[src/rtl/ddram_arb_if.sv]
// Avalon-MM bundle used for both requester ports and the DDRAM controller port.
// "master" drives commands; "slave" drives waitrequest and read returns.
interface ddram_arb_if;
  logic [28:0] address;
  logic [7:0]  burstcount;
  logic        read;
  logic        write;
  logic [63:0] writedata;
  logic [7:0]  byteenable;
  logic        waitrequest;
  logic [63:0] readdata;
  logic        readdatavalid;

  modport master (
    output address, burstcount, read, write, writedata, byteenable,
    input  waitrequest, readdata, readdatavalid
  );

  modport slave (
    input  address, burstcount, read, write, writedata, byteenable,
    output waitrequest, readdata, readdatavalid
  );
endinterface

[src/rtl/ddram_arb.sv]
// Two-requester round-robin arbiter onto one DDRAM Avalon-MM port. Write bursts
// lock the grant. Read tags are queued so return beats can be steered in issue order.
module ddram_arb #(
  parameter int unsigned TAGDEPTH = 4
) (
  input logic         clk_sys,
  input logic         reset_n,
  ddram_arb_if.slave  s0,
  ddram_arb_if.slave  s1,
  ddram_arb_if.master ddram
);
  localparam int unsigned PtrW = $clog2(TAGDEPTH);

  typedef enum logic [1:0] {StIdle, StCmd, StWburst} state_e;

  // Reset asserts asynchronously and is released two clk_sys edges later.
  logic [1:0] rst_sync_q;
  logic       rst_n;
  always_ff @(posedge clk_sys or negedge reset_n) begin
    if (!reset_n) rst_sync_q <= 2'b00;
    else          rst_sync_q <= {rst_sync_q[0], 1'b1};
  end
  assign rst_n = rst_sync_q[1];

  state_e          state_q;
  logic            gnt_q, last_gnt_q, err_q;
  logic [7:0]      wcnt_q, rcnt_q;
  logic [28:0]     address_q;
  logic [7:0]      burstcount_q, byteenable_q;
  logic [63:0]     writedata_q;
  logic [8:0]      tag_mem [TAGDEPTH];
  logic [PtrW-1:0] wptr_q, rptr_q;
  logic [PtrW:0]   tag_cnt_q;

  logic [28:0] g_address;
  logic [7:0]  g_burstcount, g_byteenable, bc_eff, remaining;
  logic [63:0] g_writedata;
  logic        g_read, g_write;
  logic        s0_req, s1_req, pick, active, tag_full, tag_empty, rd_stall, gnt_wait;
  logic        rd_acc, wr_acc, beat, pop, push;
  logic [8:0]  head;

  always_comb begin
    if (gnt_q) begin
      g_address = s1.address;  g_burstcount = s1.burstcount;  g_read = s1.read;
      g_write = s1.write;  g_writedata = s1.writedata;  g_byteenable = s1.byteenable;
    end else begin
      g_address = s0.address;  g_burstcount = s0.burstcount;  g_read = s0.read;
      g_write = s0.write;  g_writedata = s0.writedata;  g_byteenable = s0.byteenable;
    end
  end

  assign s0_req    = s0.read | s0.write;
  assign s1_req    = s1.read | s1.write;
  assign pick      = (s0_req && s1_req) ? ~last_gnt_q : s1_req;
  assign active    = (state_q != StIdle);
  assign tag_full  = (tag_cnt_q == (PtrW+1)'(TAGDEPTH));
  assign tag_empty = (tag_cnt_q == '0);
  assign rd_stall  = (state_q == StCmd) && g_read && tag_full;
  assign bc_eff    = (g_burstcount == 8'd0) ? 8'd1 : g_burstcount;

  // Command outputs follow the granted requester live; in IDLE they hold the last command.
  assign ddram.address    = active ? g_address    : address_q;
  assign ddram.burstcount = active ? g_burstcount : burstcount_q;
  assign ddram.writedata  = active ? g_writedata  : writedata_q;
  assign ddram.byteenable = active ? g_byteenable : byteenable_q;
  assign ddram.read       = (state_q == StCmd) && g_read && !tag_full;
  assign ddram.write      = active && g_write && !((state_q == StCmd) && g_read);

  assign gnt_wait       = ddram.waitrequest | rd_stall;
  assign s0.waitrequest = (active && !gnt_q) ? gnt_wait : 1'b1;
  assign s1.waitrequest = (active &&  gnt_q) ? gnt_wait : 1'b1;
  assign rd_acc         = ddram.read  && !ddram.waitrequest;
  assign wr_acc         = ddram.write && !ddram.waitrequest;

  // Return path: the head tag names the owner; rcnt_q==0 means the head burst has not started.
  assign head      = tag_mem[rptr_q];
  assign beat      = ddram.readdatavalid && !tag_empty;
  assign remaining = (rcnt_q == 8'd0) ? head[7:0] : rcnt_q;
  assign pop       = beat && (remaining == 8'd1);
  assign push      = rd_acc;

  assign s0.readdatavalid = beat && !head[8];
  assign s1.readdatavalid = beat &&  head[8];
  assign s0.readdata      = rst_n ? ddram.readdata : '0;
  assign s1.readdata      = rst_n ? ddram.readdata : '0;

  always_ff @(posedge clk_sys or negedge rst_n) begin
    if (!rst_n) begin
      state_q      <= StIdle;
      gnt_q        <= 1'b0;
      last_gnt_q   <= 1'b1;
      wcnt_q       <= 8'd0;
      address_q    <= '0;
      burstcount_q <= '0;
      writedata_q  <= '0;
      byteenable_q <= '0;
    end else begin
      unique case (state_q)
        StIdle: begin
          if (s0_req || s1_req) begin
            gnt_q      <= pick;
            last_gnt_q <= pick;
            state_q    <= StCmd;
          end
        end
        StCmd: begin
          if (rd_acc) begin
            state_q <= StIdle;
          end else if (wr_acc) begin
            if (bc_eff > 8'd1) begin
              wcnt_q  <= bc_eff - 8'd1;
              state_q <= StWburst;
            end else begin
              state_q <= StIdle;
            end
          end else if (!g_read && !g_write) begin
            state_q <= StIdle;
          end
        end
        StWburst: begin
          if (wr_acc) begin
            wcnt_q <= wcnt_q - 8'd1;
            if (wcnt_q == 8'd1) state_q <= StIdle;
          end
        end
        default: state_q <= StIdle;
      endcase
      if (active) begin
        address_q    <= g_address;
        burstcount_q <= g_burstcount;
        writedata_q  <= g_writedata;
        byteenable_q <= g_byteenable;
      end
    end
  end

  always_ff @(posedge clk_sys or negedge rst_n) begin
    if (!rst_n) begin
      wptr_q    <= '0;
      rptr_q    <= '0;
      tag_cnt_q <= '0;
      rcnt_q    <= 8'd0;
      err_q     <= 1'b0;
    end else begin
      if (push) wptr_q <= wptr_q + 1'b1;
      if (pop)  rptr_q <= rptr_q + 1'b1;
      if (push && !pop)      tag_cnt_q <= tag_cnt_q + 1'b1;
      else if (pop && !push) tag_cnt_q <= tag_cnt_q - 1'b1;
      if (beat) rcnt_q <= pop ? 8'd0 : remaining - 8'd1;
      if (ddram.readdatavalid && tag_empty) err_q <= 1'b1;
    end
  end

  always_ff @(posedge clk_sys) begin
    if (push) tag_mem[wptr_q] <= {gnt_q, bc_eff};
  end
endmodule

[src/flat_wrapper.sv]
// flat-port wrapper written by rule: the top's interface ports become plain ports
module ddram_arb_flat 
#(
  parameter int unsigned TAGDEPTH = 4
)
  (clk_sys, reset_n, s0_address, s0_burstcount, s0_read, s0_write, s0_writedata, s0_byteenable, s0_waitrequest, s0_readdata, s0_readdatavalid, s1_address, s1_burstcount, s1_read, s1_write, s1_writedata, s1_byteenable, s1_waitrequest, s1_readdata, s1_readdatavalid, ddram_address, ddram_burstcount, ddram_read, ddram_write, ddram_writedata, ddram_byteenable, ddram_waitrequest, ddram_readdata, ddram_readdatavalid);
  ddram_arb_if s0_i ();
  ddram_arb_if s1_i ();
  ddram_arb_if ddram_i ();
  input logic clk_sys;
  input logic reset_n;
  input wire logic [$bits(s0_i.address)-1:0] s0_address;
  input wire logic [$bits(s0_i.burstcount)-1:0] s0_burstcount;
  input wire logic [$bits(s0_i.read)-1:0] s0_read;
  input wire logic [$bits(s0_i.write)-1:0] s0_write;
  input wire logic [$bits(s0_i.writedata)-1:0] s0_writedata;
  input wire logic [$bits(s0_i.byteenable)-1:0] s0_byteenable;
  output wire logic [$bits(s0_i.waitrequest)-1:0] s0_waitrequest;
  output wire logic [$bits(s0_i.readdata)-1:0] s0_readdata;
  output wire logic [$bits(s0_i.readdatavalid)-1:0] s0_readdatavalid;
  input wire logic [$bits(s1_i.address)-1:0] s1_address;
  input wire logic [$bits(s1_i.burstcount)-1:0] s1_burstcount;
  input wire logic [$bits(s1_i.read)-1:0] s1_read;
  input wire logic [$bits(s1_i.write)-1:0] s1_write;
  input wire logic [$bits(s1_i.writedata)-1:0] s1_writedata;
  input wire logic [$bits(s1_i.byteenable)-1:0] s1_byteenable;
  output wire logic [$bits(s1_i.waitrequest)-1:0] s1_waitrequest;
  output wire logic [$bits(s1_i.readdata)-1:0] s1_readdata;
  output wire logic [$bits(s1_i.readdatavalid)-1:0] s1_readdatavalid;
  output wire logic [$bits(ddram_i.address)-1:0] ddram_address;
  output wire logic [$bits(ddram_i.burstcount)-1:0] ddram_burstcount;
  output wire logic [$bits(ddram_i.read)-1:0] ddram_read;
  output wire logic [$bits(ddram_i.write)-1:0] ddram_write;
  output wire logic [$bits(ddram_i.writedata)-1:0] ddram_writedata;
  output wire logic [$bits(ddram_i.byteenable)-1:0] ddram_byteenable;
  input wire logic [$bits(ddram_i.waitrequest)-1:0] ddram_waitrequest;
  input wire logic [$bits(ddram_i.readdata)-1:0] ddram_readdata;
  input wire logic [$bits(ddram_i.readdatavalid)-1:0] ddram_readdatavalid;
  assign s0_i.address = s0_address;
  assign s0_i.burstcount = s0_burstcount;
  assign s0_i.read = s0_read;
  assign s0_i.write = s0_write;
  assign s0_i.writedata = s0_writedata;
  assign s0_i.byteenable = s0_byteenable;
  assign s0_waitrequest = s0_i.waitrequest;
  assign s0_readdata = s0_i.readdata;
  assign s0_readdatavalid = s0_i.readdatavalid;
  assign s1_i.address = s1_address;
  assign s1_i.burstcount = s1_burstcount;
  assign s1_i.read = s1_read;
  assign s1_i.write = s1_write;
  assign s1_i.writedata = s1_writedata;
  assign s1_i.byteenable = s1_byteenable;
  assign s1_waitrequest = s1_i.waitrequest;
  assign s1_readdata = s1_i.readdata;
  assign s1_readdatavalid = s1_i.readdatavalid;
  assign ddram_address = ddram_i.address;
  assign ddram_burstcount = ddram_i.burstcount;
  assign ddram_read = ddram_i.read;
  assign ddram_write = ddram_i.write;
  assign ddram_writedata = ddram_i.writedata;
  assign ddram_byteenable = ddram_i.byteenable;
  assign ddram_i.waitrequest = ddram_waitrequest;
  assign ddram_i.readdata = ddram_readdata;
  assign ddram_i.readdatavalid = ddram_readdatavalid;
  ddram_arb #(.TAGDEPTH(TAGDEPTH)) u_core (.clk_sys(clk_sys), .reset_n(reset_n), .s0(s0_i), .s1(s1_i), .ddram(ddram_i));
endmodule
[config.mk]
export PLATFORM = sky130hd
export DESIGN_NAME = ddram_arb_flat
export DESIGN_NICKNAME = d
export VERILOG_FILES = /design/src/rtl/ddram_arb_if.sv /design/src/rtl/ddram_arb.sv /design/src/flat_wrapper.sv
export SDC_FILE = /design/constraint.sdc
export NUM_CORES = 1
export LEC_CHECK = 0
export ABC_CLOCK_PERIOD_IN_PS = 6100
export CORE_AREA = 2 2 209 211
export CTS_BUF_LIST = sky130_fd_sc_hd__clkbuf_2 sky130_fd_sc_hd__clkbuf_4 sky130_fd_sc_hd__clkbuf_8
export DETAILED_ROUTE_END_ITERATION = 10
export DIE_AREA = 0 0 211 213
export HOLD_SLACK_MARGIN = 0.02
export PLACE_DENSITY = 0.48
export SLEW_MARGIN = 20
export SYNTH_ARGS = -nofsm -noshare
export SYNTH_HDL_FRONTEND = slang
export SYNTH_SLANG_ARGS = --single-unit
[constraint.sdc]
create_clock -name clk_sys -period 6.1 [get_ports clk_sys]
set_input_delay 0.61 -clock clk_sys [delete_from_list [all_inputs] [get_ports clk_sys]]
set_output_delay 0.61 -clock clk_sys [all_outputs]
set_load 0.1 [all_outputs]
==> results.md, run 1 <==
* FP Rows at 76
* Clock Skews at 0.01721 ns
* # IOs at 533
* Initial antenna violation count at 4
* EDFF count, synth at 36
* Post-route cell area at 15190 um2
* Critical Path Fanout Max at 51
* Die area at 44940 um2
* Cells after DPL at 1860
* Outcome: completed
* Vias per cell at 4.282
* Wire per inst at 18.70 um
* Max-slew violations at 0
* Worst-Skew Late Latency at 0.49 ns
* Die H at 213 um
* Global-route wire length before repair at 51040 um
* Initial Utilization at 21.99%
* Flip-flop and latch area at 4543 um2
* Fin cells at 1893
* Congestion Overflow GR at 0
* Num CTS Buffers at 17
* Yosys top cell area share at 36.51%
* Final ANT Viol Nets at 0
* Critical path required time at 5.49 ns
* Port Buffer Count at 532
* Layout area overhead at 61.80%
* Worst Hold Class: in2async
* RSZ-0062 raised after global routing: no
* Final Setup Violations at 0
* Register area share after synthesis at 48.30%
* Synth Instances at 890
* Ys async rst share at 79.31%
* Total Nets Final at 1638
* Final period util at 73.60%
* Unique cell type count in the Yosys netlist at 68
* Least-Margin Pin Slew at 1.101 ns
* Vias in the first global route at 8263
* Setup slack, reg-to-reg at 2.27 ns
* Post-DP Area at 14770 um2
* Critical Path Sink Type: primary output
* Root Driver: clkbuf_8
* Die W at 211 um
* Share of layout cells above drive strength 1 at 6.389%
* CTS resizes at 0
* Seq cells post-synth at 174
* Setup TNS at 0 ns
* WS Path Type: reg2out
* CORE AREA at 42700 um2
* Initial DRT Pass Iterations at 6
* CTS tree: built
* Layout fillers at 4304
* DRT iter0 DRCs at 375
* Largest net degree at the start of global routing at 194
* Clock Path Buffers at 2
* YS warnings at 0
* Final Util at 35.58%
* Area of the multi-input gates at 4098 um2
* Routability cong. at 0.7599
* Post-synth top area cell: dfrtp_1
* # hold bufs at CTS at 0
* CTS HTree Levels at 4
* Post-synthesis area per instance at 10.55 um2
* Post-Syn Area at 9390 um2
* # DRC at 0
* Fin. Hold Viols at 0
* Setup Buffers After CTS at 0
* Max-cap viol count at 0
* Tmin final at 4.489 ns
* Slew headroom at 26.37%
* Maximum clock rate at 222.8 MHz
* Crit path DAT at 3.88 ns
* Main flop type after synthesis: dfrtp_1
* Via count at 8105
* Detailed Place HPWL at 27830 um
* Total GRT Usage at 15.32%
* Clk slew on worst S/H paths at 0.10 ns
* Critical Path Start Type: register
* WL final at 35400 um
* Synth area leaders: dfrtp_1, edfxtp_1, mux2i_1, o21ai_0, buf_4
* CTS sink cnt at 174
* Syn Nets at 1195
[layout make-up]
cell class	count	share of cell area [%]
Timing Repair Buffer	540	35.49
Sequential cell	174	29.90
Multi-Input combinational cell	585	26.97
Tap cell	546	4.496
Clock buffer	18	1.631
Clock inverter	14	1.120
Inverter	15	0.3706
Antenna cell	1	0.01647
[flip-flops by register name, indices dropped and copies added, names as in the netlist]
| register | flops |
|---|---|
| u_core.writedata_q | 64 |
| u_core.tag_mem | 36 |
| u_core.address_q | 29 |
| u_core.burstcount_q | 8 |
| u_core.byteenable_q | 8 |
| u_core.rcnt_q | 8 |
| u_core.wcnt_q | 8 |
| u_core.tag_cnt_q | 3 |
| u_core.rptr_q | 2 |
| u_core.rst_sync_q | 2 |
| u_core.state_q | 2 |
| u_core.wptr_q | 2 |
| u_core.gnt_q | 1 |
| u_core.last_gnt_q | 1 |
[placed cells by master (no fill, tap or decap), types with 7 or more instances in the layout]
cell type          n
dfrtp_1          135
mux2i_1          106
a21oi_1           13
clkbuf_8          18
nor3_1             7
mux4_2             8
xnor2_1            8
clkdlybuf4s50_1  530
and2_1            69
nor2_1            18
nand2_1          115
mux2_2            16
inv_1             12
ha_1              13
buf_4              9
o21ai_0          112
edfxtp_1          36
[worst max-delay path, cell delays in order, from the launching register on]
cell and delay [ns]:
dfrtp_4 0.95, buf_4 0.68, mux2i_1 0.23, o21ai_0 0.24
clkdlybuf4s50_1 1.22
[through the flow]
| step | setup WS, ns | hold slack (ns) |
|---|---|---|
| 6_report | 1.611 | 0.2658 |
| 5_1_grt | 1.390 | 0.2168 |
| 4_1_cts | 1.506 | 0.2129 |
| 3_5_place_dp | 2.107 | 0.3356 |
| 3_3_place_gp | 2.124 | 0.3371 |
| 2_1_floorplan | 0.4592 | 0.3144 |
[logic make-up (layout without fill, tap and decap cells)]
family | Yosys count | after routing | synth area share (%)
AND/OR/NAND/NOR | 249 | 249 | 13.50
AO/OA/AOI/OAI | 177 | 177 | 11.54
flip-flops | 174 | 174 | 48.30
buffers and inverters | 131 | 587 | 8.195
multiplexers | 130 | 130 | 15.14
adder cells (fa/ha/maj) | 15 | 15 | 2.079
XOR/XNOR | 13 | 13 | 1.213
other | 1 | 2 | 0.03994
[synthesized netlist by cell type, types with 5 or more instances]
| master | count |
|---|---|
| inv_1 | 12 |
| o21ai_0 | 112 |
| mux2i_1 | 106 |
| a22o_1 | 6 |
| o21ai_1 | 6 |
| nor3_1 | 7 |
| buf_2 | 12 |
| mux4_2 | 8 |
| xor2_1 | 5 |
| nand2_1 | 115 |
| ha_1 | 14 |
| buf_4 | 66 |
| a21oi_1 | 13 |
| edfxtp_1 | 36 |
| mux2_2 | 16 |
| nand3_1 | 6 |
| clkbuf_1 | 36 |
| dfrtp_1 | 137 |
| nor2_1 | 18 |
| nor2b_1 | 5 |
| and2_1 | 69 |
| xnor2_1 | 8 |
[layer usage]
| metal | track usage [%] | up-vias | wire, um |
|---|---|---|---|
| li1 | - | 3941 | - |
| met1 | 17.13 | 3768 | 13540 |
| met2 | 27.12 | 362 | 18080 |
| met3 | 6.369 | 28 | 3370 |
| met4 | 3.375 | 6 | 374 |
| met5 | 0 | - | 39 |
[worst paths after layout]
check	startpoint	to	depth (start not counted)
max in group asynchronous	u_core.rst_sync_q[1]$_DFF_PN0_	u_core.writedata_q[34]$_DFF_PN0_	2
min	reset_n	u_core.rst_sync_q[0]$_DFF_PN0_	1
min reg2reg	u_core.rst_sync_q[0]$_DFF_PN0_	u_core.rst_sync_q[1]$_DFF_PN0_	0
min in group clk_sys	u_core.rst_sync_q[0]$_DFF_PN0_	u_core.rst_sync_q[1]$_DFF_PN0_	0
max reg2reg	u_core.gnt_q$_DFFE_PN0P_	u_core.wcnt_q[7]$_DFFE_PN0P_	10
max	u_core.gnt_q$_DFFE_PN0P_	ddram_address[6]	4
Power of run 1 is not shown: default switching activity piles up to over one toggle a cycle in this logic, so the estimate is an artifact.
==> inputs of run 2 (changes only) <==
ABC_CLOCK_PERIOD_IN_PS = 4000   (was 6100)
CORE_AREA = 2 2 208 210   (was 2 2 209 211)
DIE_AREA = 0 0 210 212   (was 0 0 211 213)
PLACE_DENSITY = 0.5   (was 0.48)
clock period = 4 ns   (was 6.1 ns; I/O delays follow)
==> run 2 against run 1 <==
Clock skew down 0.0011 ns. Count of clock-buffer cells in the layout shrank 1. Flip-flop and latch count is the same. Setup slack got worse by 1.0 ns. Wire length grew 0.99%. First-iteration DRC count grew 3.2%. Critical path type is now reg2reg. Global-route usage increased by 0.35 points. Non-clock buffer count is 7 higher. Cell area fell by 3.0%.
==> results.md, run 2 (synthesis gave the netlist of run 1 again) <==
* Outcome: completed
* Global-route wire length before repair at 51850 um (+1.6%)
* Layout fillers at 4359 (+1.3%)
* Via count at 8210 (+1.3%)
* Final Setup Violations at 0 (unchanged)
* Cells after DPL at 1866 (+0.32%)
* Crit path DAT at 3.79 ns (-0.09 ns)
* CTS sink cnt at 174 (unchanged)
* Wire per inst at 18.81 um (+0.57%)
* WS Path Type: reg2reg
* Initial DRT Pass Iterations at 4 (-2)
* Vias per cell at 4.319 (+0.87%)
* Root Driver: clkbuf_8
* Initial Utilization at 22.09% (+0.098 points)
* WP buf/inv at 1 (-1)
* Critical Path Most Common Cell: or2_1
* Most flop-heavy register: u_core.writedata_q
* Fin. Hold Viols at 0 (unchanged)
* Die area at 44520 um2 (-0.94%)
* # DRC at 0 (unchanged)
* Largest net degree at the start of global routing at 154 (-21%)
* Top flop regs: u_core.writedata_q (64), u_core.tag_mem (36), u_core.address_q (29)
* Total GRT Usage at 15.66% (+0.35 points)
* Worst-Skew Late Latency at 0.50 ns (about the same)
* Critical Path Start Type: register
* Critical Path Sink Type: register
* Max FFs per register at 64 (unchanged)
* Max-slew violations at 0 (unchanged)
* Flip-flop and latch area at 4543 um2 (unchanged)
* Commonest non-fill, non-tap cells in the layout: clkdlybuf4s50_1, buf_4, dfrtp_1, nand2_1, mux2i_1
* Num CTS Buffers at 17 (unchanged)
* Tmin final at 3.410 ns
* Worst Hold Class: reg2async
* RSZ-0062 raised after global routing: no
* Clock Skews at 0.01615 ns (-0.001066 ns)
* DRT iter0 DRCs at 387 (+3.2%)
* Port Buffer Count at 532 (unchanged)
* # IOs at 533 (unchanged)
* Die W at 210 um (-0.47%)
* Detailed Place HPWL at 28720 um (+3.2%)
* Setup TNS at 0 ns (unchanged)
* Area of the multi-input gates at 4098 um2 (unchanged)
* Final period util at 85.26%
* Routability cong. at 0.7818 (+2.9%)
* Share of layout cells above drive strength 1 at 23.21% (+17 points)
* Setup Buffers After CTS at 0 (unchanged)
* CORE AREA at 42510 um2 (-0.45%)
* Fin cells at 1901 (+0.42%)
* CTS HTree Levels at 4 (unchanged)
* CTS tree: built
* Initial antenna violation count at 7 (+3)
* Congestion Overflow GR at 0 (unchanged)
* Slew headroom at 35.33% (+9.0 points)
* Least-Margin Pin Slew at 0.9670 ns (-0.1340 ns)
* Total Nets Final at 1645 (+0.43%)
* Critical path required time at 4.38 ns (-1.11 ns)
* Final ANT Viol Nets at 0 (unchanged)
* Layout area overhead at 56.94%
* Maximum clock rate at 293.2 MHz
* Vias in the first global route at 8527 (+3.2%)
* Critical Path Fanout Max at 25 (-51%)
* Crit-path cells: or3_1 > o2bb2a_4 > a31o_2 > inv_1 > ha_1 > or2_1 > a311o_1 > a21boi_2 > or2_1 > a211o_1
* Clock Path Buffers at 2 (unchanged)
* FP Rows at 76 (unchanged)
* Clk slew on worst S/H paths at 0.11 ns (about the same)
* WL final at 35750 um (+0.99%)
* Slowest CP cell: dfrtp_4
* Die H at 212 um (-0.47%)
* Cell family with most CP delay: compound AO/OA/AOI/OAI gates
* Max-cap viol count at 0 (unchanged)
* Commonest non-fill, non-tap cell in the layout: clkdlybuf4s50_1
* Crit path largest cell delay at 0.63 ns (-0.59 ns)
run 2: path summary, 6_finish.rpt:
kind / from / end / slack, ns / cells after the start
min in group clk_sys: u_core.rst_sync_q[0]$_DFF_PN0_ / u_core.rst_sync_q[1]$_DFF_PN0_ / 0.37 / 0
max: u_core.gnt_q$_DFFE_PN0P_ / u_core.wcnt_q[0]$_DFFE_PN0P_ / 0.59 / 10
max in group asynchronous: u_core.rst_sync_q[1]$_DFF_PN0_ / u_core.writedata_q[27]$_DFF_PN0_ / 1.95 / 2
min reg2reg: u_core.rst_sync_q[1]$_DFF_PN0_ / u_core.rcnt_q[4]$_DFFE_PN0P_ / 0.31 / 0
min: u_core.rst_sync_q[1]$_DFF_PN0_ / u_core.rcnt_q[4]$_DFFE_PN0P_ / 0.31 / 0
max reg2reg: u_core.gnt_q$_DFFE_PN0P_ / u_core.wcnt_q[0]$_DFFE_PN0P_ / 0.59 / 10
run 2: routing by layer:
metal  GRT usage, %  up-vias  part of all wire (%)
met5              0        -                  0.12
met4          5.331        6                   2.2
met3          5.805       40                   9.2
met2          28.37      377                    52
met1          16.79     3831                    36
li1               -     3956                     -
run 2: final cells by class:
type	instances	share of cell area (%)
Multi-Input combinational cell	585	27.81
Tap cell	546	4.636
Clock inverter	15	1.443
Sequential cell	174	30.83
Timing Repair Buffer	547	33.28
Antenna cell	2	0.03396
Clock buffer	17	1.588
Inverter	15	0.3821
run 2: what timing repair did:
item / 4_1_cts / 5_1_grt
endpoints found under the hold margin: 2 / 0
endpoints found under the setup margin: 0 / 0
hold buffers: 1 / 0
resized for setup: 0 / 0
run 2: metrics by stage:
| step | cell area, um2 | hold WS [ns] | setup slack, ns | util (%) |
|---|---|---|---|---|
| after global routing | 14730 | 0.3738 | 0.3732 | 34.66 |
| final | 14740 | 0.3149 | 0.5896 | 34.67 |
| after detailed placement | 14270 | 0.3321 | 0.4182 | 33.58 |
| after floorplan | 9394 | 0.1044 | 0.1049 | - |
| after CTS | 14730 | 0.3454 | 0.5943 | 34.66 |
| after global placement | 14270 | 0.3390 | 0.4473 | 33.58 |
run 2: worst register-to-register path: stages (launching register included):
cell      delay (ns)
dfrtp_4         0.63
or3_1           0.45
o2bb2a_4        0.23
a31o_2          0.23
inv_1           0.06
ha_1            0.23
or2_1           0.24
a311o_1         0.37
a21boi_2        0.24
or2_1           0.33
a211o_1         0.30
Power of run 2 is left out for the same reason.
==> inputs of run 3 (changes only) <==
ABC_AREA = 1   (was not set)
==> run 3 against run 2 <==
Setup slack worse by 0.095 ns. Non-clock buffer count is 1 lower. Flip-flop and latch count stayed put. Maximum frequency is 2.7% lower. Final cell count is 18% higher. Worst hold slack worse by 0.25 ns. Largest cell class unchanged.
==> results.md, run 3 <==
* Outcome: completed
* Slowest CP cell: dfrtp_1
* Unique cell type count in the Yosys netlist at 41 (-40%)
* Top cells by count, synth: nand2_1, inv_1, dfrtp_1
* # IOs at 533 (unchanged)
* Max-cap viol count at 0 (unchanged)
* YS warnings at 0 (unchanged)
* Syn Nets at 1534 (+28%)
* CTS tree: built
* Clock Skews at 0.01437 ns (-0.001774 ns)
* Largest net degree at the start of global routing at 116 (-25%)
* Die area at 44520 um2 (unchanged)
* Final ANT Viol Nets at 0 (unchanged)
* CORE AREA at 42510 um2 (unchanged)
* Vias per cell at 4.131 (-4.4%)
* Num CTS Buffers at 17 (unchanged)
* Crit path largest cell delay at 0.95 ns (+0.32 ns)
* Crit path DAT at 3.11 ns (-0.68 ns)
* Port Buffer Count at 532 (unchanged)
* Yosys top cell area share at 36.44% (-0.073 points)
* Die W at 210 um (unchanged)
* CTS resizes at 0 (unchanged)
* Vias in the first global route at 9366 (+9.8%)
* Global-route wire length before repair at 57220 um (+10%)
* Critical Path Fanout Max at 39 (+56%)
* Ys async rst share at 79.31% (unchanged)
* Critical Path Sink Type: primary output
* # DRC at 0 (unchanged)
* Wire per inst at 17.50 um (-7.0%)
* CTS sink cnt at 174 (unchanged)
* Clk slew on worst S/H paths at 0.10 ns (about the same)
* Via count at 9282 (+13%)
* RR Startpoint: u_core.gnt_q$_DFFE_PN0P_
* Cell with the most instances after synthesis: nand2_1
* Setup TNS at 0 ns (unchanged)
* Die H at 212 um (unchanged)
* Synth area leaders: dfrtp_1, nand2_1, edfxtp_1, nand3_1, inv_1
* Initial Utilization at 22.14% (+0.044 points)
* Most flop-heavy register: u_core.writedata_q
* Cell family with most CP delay: flip-flops
* Final period util at 87.64% (+2.4 points)
* Max-slew violations at 0 (unchanged)
* Top flop regs: u_core.writedata_q (64), u_core.tag_mem (36), u_core.address_q (29)
* Register area share after synthesis at 48.20% (-0.096 points)
* Maximum clock rate at 285.3 MHz (-2.7%)
* Detailed Place HPWL at 31370 um (+9.2%)
* Layout fillers at 4483 (+2.8%)
* Initial antenna violation count at 13 (+6)
* Root Driver: clkbuf_8
* Clock Path Buffers at 2 (unchanged)
* Synth Instances at 1229 (+38%)
* Total Nets Final at 1985 (+21%)
* Commonest non-fill, non-tap cells in the layout: nand2_1, clkdlybuf4s50_1, buf_4, inv_1, dfrtp_1
* Slew headroom at 37.39% (+2.1 points)
* Share of layout cells above drive strength 1 at 19.73% (-3.5 points)
* Seq cells post-synth at 174 (unchanged)
* Setup slack, reg-to-reg at 0.87 ns (+0.28 ns)
* Worst Hold Class: in2async
* Least-Margin Pin Slew at 0.9358 ns (-0.03123 ns)
* WS Path Type: reg2out
* EDFF count, synth at 36 (unchanged)
* Post-synthesis area per instance at 7.656 um2 (-27%)
* RSZ-0062 raised after global routing: no
* Critical Path Start Type: register
* Fin. Hold Viols at 0 (unchanged)
* WL final at 39320 um (+10%)
* Reg-to-reg endpoint: u_core.wcnt_q[3]$_DFFE_PN0P_
* Post-synth top area cell: dfrtp_1
* Post-Syn Area at 9409 um2 (+0.20%)
* Max FFs per register at 64 (unchanged)
* Initial DRT Pass Iterations at 5 (+1)
* Final Util at 34.84% (+0.17 points)
* Congestion Overflow GR at 0 (unchanged)
* Commonest non-fill, non-tap cell in the layout: nand2_1
* DRT iter0 DRCs at 446 (+15%)
* # hold bufs at CTS at 0 (-1)
* Critical path required time at 3.60 ns (-0.78 ns)
* Worst reg-to-reg path cell count at 16 (+6)
* Tmin final at 3.506 ns (+0.09523 ns)
* Main flop type after synthesis: dfrtp_1
* WP buf/inv at 3 (+2)
* Setup Buffers After CTS at 0 (unchanged)
* Crit-path cells: inv_2 > nor2_4 > buf_12 > nand2_1 > nand3_1 > buf_4
* Total GRT Usage at 17.13% (+1.5 points)
* Layout area overhead at 57.41%
* Routability cong. at 0.8244 (+5.4%)
* Final Setup Violations at 0 (unchanged)
* FP Rows at 76 (unchanged)
* CTS HTree Levels at 4 (unchanged)
* Worst-Skew Late Latency at 0.48 ns (-0.02 ns)
## run 3: cell types whose count changed after synthesis, sizes merged, moves of 6 or more
cell / before / now
a22o: 6 / 0
and2: 71 / 0
inv: 15 / 148
mux2: 16 / 1
mux2i: 106 / 0
mux4: 8 / 0
nand2: 115 / 521
nand3: 6 / 136
nor2: 18 / 38
nor3: 7 / 1
o21ai: 118 / 44
## run 3: worst max-delay path by stage
| stage | startpoint | endpoint | slack [ns] | cells after the start |
|---|---|---|---|---|
| 4_1_cts | u_core.gnt_q$_DFFE_PN0P_ | ddram_writedata[1] | 0.40 | 6 |
| 5_1_grt | u_core.gnt_q$_DFFE_PN0P_ | ddram_writedata[1] | 0.27 | 6 |
| 6_report | u_core.gnt_q$_DFFE_PN0P_ | ddram_writedata[1] | 0.49 | 6 |
| 3_3_place_gp | u_core.gnt_q$_DFFE_PN0P_ | ddram_writedata[1] | 0.99 | 6 |
| 2_1_floorplan | u_core.state_q[0]$_DFFE_PN0P_ | ddram_burstcount[6] | 0.39 | 5 |
| 3_5_place_dp | u_core.gnt_q$_DFFE_PN0P_ | u_core.wcnt_q[2]$_DFFE_PN0P_ | 0.90 | 16 |
## run 3: area by class of cell
class                           instances  area, um2  share of cell area (%)
Antenna cell                            8      20.02                  0.1352
Clock buffer                           20      262.8                   1.774
Clock inverter                         12      113.9                  0.7688
Inverter                              148      555.5                   3.751
Multi-Input combinational cell        793       3638                   24.57
Sequential cell                       174       4539                   30.65
Tap cell                              546      683.2                   4.613
Timing Repair Buffer                  546       4997                   33.74
## run 3: kinds of logic (layout without fill, tap and decap cells)
| kind of cell | Yosys count | after routing | share of synthesized area, % |
|---|---|---|---|
| and+or+nand+nor | 704 | 704 | 31.20 |
| buffers and inverters | 262 | 726 | 13.42 |
| DFF | 174 | 174 | 48.20 |
| AOI/OAI and AO/OA | 65 | 65 | 4.295 |
| adders and majority gates | 15 | 15 | 2.074 |
| xor gates and xnor gates | 7 | 7 | 0.6516 |
| other | 1 | 9 | 0.03986 |
| muxes | 1 | 1 | 0.1197 |
## run 3: metrics by stage
step	cells	setup slack [ns]	hold slack, ns	instance area (um2)
after floorplan	1229	0.3866	0.1044	9413
after global placement	2207	0.9933	0.3375	14410
after detailed placement	2207	0.8966	0.3355	14410
after CTS	2239	0.3950	0.02316	14790
after global routing	2245	0.2688	0.02365	14810
final	2247	0.4943	0.06730	14810
## run 3: metal layers
metal | vias up | share of wire [%] | track usage, %
li1 | 4638 | - | -
met1 | 4319 | 40 | 20.14
met2 | 287 | 51 | 29.24
met3 | 32 | 7.8 | 6.115
met4 | 6 | 1.6 | 5.356
met5 | - | 0.094 | 0
Power of run 3 is left out for the same reason.
